## config.mk

```make
export PLATFORM = sky130hd
export DESIGN_NAME = bios_mem_seq
export DESIGN_NICKNAME = d
export VERILOG_FILES = /design/src/rtl/bios_mem_seq.sv
export SDC_FILE = /design/constraint.sdc
export NUM_CORES = 1
export LEC_CHECK = 0
export BUFFER_PORTS_ARGS = -buffer_cell sky130_fd_sc_hd__buf_2
export CAP_MARGIN = 30
export CORE_UTILIZATION = 30
export DETAILED_ROUTE_END_ITERATION = 6
export GPL_TIMING_DRIVEN = 0
export MAX_ROUTING_LAYER = met4
export PLACE_DENSITY = 0.48
export SLEW_MARGIN = 25
export SYNTH_ARGS = -nofsm -noshare
export SYNTH_HDL_FRONTEND = slang
export SYNTH_SLANG_ARGS = --single-unit
```

## constraint.sdc

```tcl
create_clock -name clk -period 3.44 [get_ports clk]
set_clock_uncertainty 0.15 [all_clocks]
set_input_delay 0.344 -clock clk [delete_from_list [all_inputs] [get_ports clk]]
set_output_delay 0.344 -clock clk [all_outputs]
set_load 0.01 [all_outputs]
```

## src/rtl/bios_mem_seq.sv

```systemverilog
// Memory-access sequencer behind the BIOS command parser: collects address/length/data
// bytes from the host, issues word RAM accesses, streams read data and a status byte back.
module bios_mem_seq #(
  parameter logic [7:0] ACK_CODE = 8'h4B,
  parameter logic [7:0] ERR_CODE = 8'h41
) (
  input  logic        clk,
  input  logic        rst,
  input  logic        clk_en,
  input  logic        cmd_start,
  input  logic        cmd_is_write,
  input  logic [7:0]  i_data,
  input  logic        i_valid,
  output logic        o_in_ready,
  output logic [7:0]  o_data,
  output logic        o_valid,
  input  logic        i_out_ready,
  output logic        mem_req,
  output logic        mem_we,
  output logic [31:0] mem_addr,
  output logic [31:0] mem_wdata,
  input  logic [31:0] mem_rdata,
  input  logic        mem_ack,
  output logic        busy,
  output logic        done
);

  typedef enum logic [2:0] {
    S_IDLE, S_ADDR, S_LEN, S_WDATA, S_WREQ, S_RREQ, S_RSEND, S_RESP
  } state_t;

  state_t      state_q, state_d;
  logic [1:0]  cnt_q, cnt_d;
  logic        we_q, we_d;
  logic [31:0] addr_q, addr_d;
  logic [31:0] wdata_q, wdata_d;
  logic [31:0] rdata_q, rdata_d;
  logic [15:0] len_q, len_d;
  logic [7:0]  status_q, status_d;

  logic        in_fire, out_fire, ack_fire;
  logic [15:0] len_full;

  assign o_in_ready = (state_q == S_ADDR) || (state_q == S_LEN) || (state_q == S_WDATA);
  assign o_valid    = (state_q == S_RSEND) || (state_q == S_RESP);
  assign mem_req    = (state_q == S_WREQ) || (state_q == S_RREQ);
  assign mem_we     = we_q;
  assign mem_addr   = addr_q;
  assign mem_wdata  = wdata_q;
  assign busy       = (state_q != S_IDLE);

  assign in_fire  = clk_en & i_valid & o_in_ready;
  assign out_fire = clk_en & o_valid & i_out_ready;
  assign ack_fire = clk_en & mem_ack & mem_req;
  assign done     = ~rst & out_fire & (state_q == S_RESP);
  // Full count as it will stand once the high byte lands, so LEN can branch on this edge.
  assign len_full = {i_data, len_q[7:0]};

  always_comb begin
    o_data = 8'h00;
    if (state_q == S_RSEND)
      o_data = rdata_q[{cnt_q, 3'b000} +: 8];
    else if (state_q == S_RESP)
      o_data = status_q;
  end

  always_comb begin
    state_d  = state_q;
    cnt_d    = cnt_q;
    we_d     = we_q;
    addr_d   = addr_q;
    wdata_d  = wdata_q;
    rdata_d  = rdata_q;
    len_d    = len_q;
    status_d = status_q;
    case (state_q)
      S_IDLE: begin
        if (clk_en && cmd_start) begin
          we_d    = cmd_is_write;
          cnt_d   = 2'd0;
          state_d = S_ADDR;
        end
      end
      S_ADDR: begin
        if (in_fire) begin
          addr_d[{cnt_q, 3'b000} +: 8] = i_data;
          cnt_d = cnt_q + 2'd1;
          if (cnt_q == 2'd3) state_d = S_LEN;
        end
      end
      S_LEN: begin
        if (in_fire) begin
          if (!cnt_q[0]) begin
            len_d[7:0] = i_data;
            cnt_d      = 2'd1;
          end else begin
            len_d[15:8] = i_data;
            cnt_d       = 2'd0;
            if (addr_q[1:0] != 2'b00) begin
              status_d = ERR_CODE;
              state_d  = S_RESP;
            end else if (len_full == 16'd0) begin
              status_d = ACK_CODE;
              state_d  = S_RESP;
            end else begin
              state_d = we_q ? S_WDATA : S_RREQ;
            end
          end
        end
      end
      S_WDATA: begin
        if (in_fire) begin
          wdata_d[{cnt_q, 3'b000} +: 8] = i_data;
          cnt_d = cnt_q + 2'd1;
          if (cnt_q == 2'd3) state_d = S_WREQ;
        end
      end
      S_WREQ: begin
        if (ack_fire) begin
          addr_d = addr_q + 32'd4;
          len_d  = len_q - 16'd1;
          if (len_q == 16'd1) begin
            status_d = ACK_CODE;
            state_d  = S_RESP;
          end else begin
            state_d = S_WDATA;
          end
        end
      end
      S_RREQ: begin
        if (ack_fire) begin
          rdata_d = mem_rdata;
          cnt_d   = 2'd0;
          state_d = S_RSEND;
        end
      end
      S_RSEND: begin
        if (out_fire) begin
          cnt_d = cnt_q + 2'd1;
          if (cnt_q == 2'd3) begin
            addr_d = addr_q + 32'd4;
            len_d  = len_q - 16'd1;
            if (len_q == 16'd1) begin
              status_d = ACK_CODE;
              state_d  = S_RESP;
            end else begin
              state_d = S_RREQ;
            end
          end
        end
      end
      S_RESP: begin
        if (out_fire) state_d = S_IDLE;
      end
      default: state_d = S_IDLE;
    endcase
  end

  always_ff @(posedge clk) begin
    if (rst) begin
      state_q  <= S_IDLE;
      cnt_q    <= 2'd0;
      we_q     <= 1'b0;
      addr_q   <= 32'd0;
      wdata_q  <= 32'd0;
      rdata_q  <= 32'd0;
      len_q    <= 16'd0;
      status_q <= 8'd0;
    end else begin
      state_q  <= state_d;
      cnt_q    <= cnt_d;
      we_q     <= we_d;
      addr_q   <= addr_d;
      wdata_q  <= wdata_d;
      rdata_q  <= rdata_d;
      len_q    <= len_d;
      status_q <= status_d;
    end
  end

endmodule

```

==> results.yml <==
status:
  status: "completed"
sta:
  setup_ws_ps: 360
  slew_violations: 0
  maxSlewHeadroom_pct: 38.8
  min_period_ps: 3080
  whs_ps: 6.73
  tightest_slew_ps: 917
  final_hold_viol_count: 0
  fin_crit_sh_pct: 89.5
  setup_viol: 0
  fin_tns_setup_ps: 0
  fmax_ghz: 0.325
  rsz0062_at_grt: "no"
power_and_ir_drop:
  power_mw: 3.87
  powerDensity_nw_per_um2: 462
  clockPowerShare_pct: 51.7
  peakVddDrop_mv: 0.294
  swShare_pct: 27.2
  p_int_mw: 2.82
  power_frac_seq_pct: 37.2
  switchingPower_mw: 1.05
  p_comb_share_pct: 11.0
  p_leak_nw: 3.05
synth:
  yosysWarnings: 0
  synth_edf_count: 0
  synth_ff_type: "dfxtp_1"
  synth_area_per_cell_um2: 7.75
  synth_nets: 905
  synth_cells: 849
  yosys_register_bits: 120
  async_reset_ff_share_pct: 0
  synthesis.area_um2: 6580
  ys_seq_area_share_pct: 36.5
  synth.distinct_cells: 69
cells_and_area:
  layout_commonest_cell: "nand2_1"
  layout-drive-gt1-share_pct: 20.5
  nets: 1064
  syn2layout_area_growth_pct: 27.2
  fillers: 2248
  multi_input_area_um2: 3730
  instances_no_fill: 1298
  seq_area_um2: 2400
  final_cell_mix: "nand2_1, buf_2, dfxtp_1"
setup_path:
  reg2reg_depth: 8
  arrival_ps: 3260
  worst-setup-path-type: "reg2reg"
  critPathMaxFanout: 9
  reg2reg_to: "mem_addr[27]$_SDFFE_PP0P_"
  cp.required_ps: 3620
  worst_setup_path_end_kind: "flip-flop"
  r2r_start: "cnt_q[0]$_SDFFE_PP0P_"
  r2r_slack_ps: 360
  critPathLaunchType: "flip-flop"
clock_tree:
  clockRootBuffer: "clkbuf_16"
  clock-sinks: 120
  clk_path_buf_depth: 2
  worst_skew_pair.late_latency_ps: 420
  clkTransAtPathRegs_ps: 70
  tritoncts: "yes"
  cts_setup_buffers: 0
  htree_levels: 4
  cts_buffers: 17
floorplan:
  rows: 53
  start_util_pct: 30.9
  coreArea_um2: 21300
  ios: 126
  die_y_um: 150
  die_area_um2: 22500
  die_x_um: 150
worst_hold_path:
  worstHoldStart: "mem_rdata[18]"
  hold_class: "in2reg"
  whs_path_depth: 3
  worst_hold_path.endpoint: "rdata_q[18]$_SDFFE_PP0P_"
routing:
  drtPass1Iterations: 5
  drc_errors: 0
  num_vias: 7016
  drt-vias-per-instance: 5.41
  wl_per_cell_um: 19.2
  ant_nets: 0
  drt-initial-drc-count: 470
  wl_mm: 25.0
global_routing:
  grt_pass1_wl_mm: 38.7
  grt_start_max_net_pins: 17
  grt-ovfl-total: 0
  grt_pass1_vias: 6664
  grt_antenna_before_repair: 2
  grt.total_usage_pct: 23.6
job:
  maxCapViolCount: 0
place:
  dp_hpwl_mm: 17.6
  io_buffers: 122
  gp_congestion: 0.888
  dp_cells: 1246
  pre_cts_ws_ps: 106
==> cell families (layout without fill, tap and decap cells) <==
| logic type | after synthesis | after routing | share of synthesized area (%) |
|---|---|---|---|
| buffers and inverters | 93 | 265 | 6.75 |
| flip-flops | 120 | 120 | 36.5 |
| XOR/XNOR | 2 | 2 | 0.266 |
| adder cells (fa/ha/maj) | 8 | 8 | 1.52 |
| AO/OA/AOI/OAI | 257 | 257 | 25.1 |
| multiplexers | 13 | 13 | 3.52 |
| other | 0 | 2 | 0 |
| AND/OR/NAND/NOR | 356 | 356 | 26.3 |
==> stage by stage <==
step / utilization (%) / area (um2)
5_1_grt: 39.3 / 8370
4_1_cts: 39.3 / 8360
3_5_place_dp: 35.4 / 7530
6_report: 39.3 / 8370
3_3_place_gp: 35.4 / 7530
2_1_floorplan: - / 6580
==> power by group through the flow <==
stage / Combinational [mW] / Sequential, mW / Clock [mW]
final: 0.426 / 1.44 / 2.00
after global routing: 0.462 / 1.44 / 2.09
after CTS: 0.423 / 1.44 / 2.03
after detailed placement: 0.406 / 1.47 / 0
after global placement: 0.406 / 1.47 / 0
after floorplan: 0.237 / 1.47 / 0
==> synthesized netlist by cell type (9+ instances only) <==
cell / n / area share (%)
a211oi_1: 13 / 1.5
a21oi_1: 108 / 8.2
a221oi_1: 9 / 1.2
a22oi_1: 9 / 1.0
and2_1: 12 / 1.1
and3_1: 13 / 1.2
buf_2: 11 / 0.84
clkbuf_1: 50 / 2.9
dfxtp_1: 120 / 37
inv_1: 18 / 1.0
nand2_1: 144 / 8.2
nand3_1: 50 / 3.8
nand4_1: 16 / 1.5
nor2_1: 55 / 3.1
nor3_1: 18 / 1.4
o21ai_0: 30 / 2.3
==> critical path, stage by stage, from the launching register on <==
cell and delay (ps):
dfxtp_1 540, inv_1 200, ha_1 240, clkbuf_1 190, nor3b_2 570, and3_1 270, clkbuf_1 400, a22oi_1 170
o32ai_1 260
==> routing by layer <==
| layer | track usage [%] | routed length, um | share of wire (%) | vias up |
|---|---|---|---|---|
| met5 | - | 0 | 0 | - |
| met4 | 6.92 | 490 | 2.0 | 0 |
| met3 | 3.81 | 1250 | 5.0 | 32 |
| met2 | 37.2 | 11800 | 47 | 190 |
| met1 | 30.8 | 11500 | 46 | 3367 |
| li1 | - | - | - | 3427 |
==> registers in the layout, indices dropped and copies added, names as in the netlist <==
register,flops
cnt_q,2
len_q,16
mem_addr,32
mem_wdata,32
mem_we,1
rdata_q,32
state_q,3
status_q,2
==> layout make-up <==
cell class                      instances  area share, %
Antenna cell                            2         0.0598
Buffer                                 75           4.51
Clock buffer                           18           5.25
Clock inverter                         14           2.53
Inverter                               18          0.807
Multi-Input combinational cell        636           44.6
Sequential cell                       120           28.7
Tap cell                              275           4.11
Timing Repair Buffer                  140           9.45
==> repair_timing <==
item / CTS / global route
hold buffers: 18 / 0
endpoints found under the setup margin: 0 / 8
gates resized for setup: 0 / 2
endpoints found under the hold margin: 18 / 0
==> worst max path at each step <==
stage / startpoint / endpoint / slack [ps] / depth (start not counted)
after detailed placement: cnt_q[1]$_SDFFE_PP0P_ / mem_addr[27]$_SDFFE_PP0P_ / 110 / 9
final: cnt_q[0]$_SDFFE_PP0P_ / mem_addr[27]$_SDFFE_PP0P_ / 360 / 8
after floorplan: cnt_q[1]$_SDFFE_PP0P_ / mem_addr[15]$_SDFFE_PP0P_ / 960 / 11
after global placement: cnt_q[1]$_SDFFE_PP0P_ / mem_addr[27]$_SDFFE_PP0P_ / 100 / 9
after global routing: cnt_q[1]$_SDFFE_PP0P_ / mem_addr[27]$_SDFFE_PP0P_ / 120 / 9
after CTS: cnt_q[1]$_SDFFE_PP0P_ / mem_addr[27]$_SDFFE_PP0P_ / 90 / 9
Note: power is estimated with default switching activity, not from simulation.
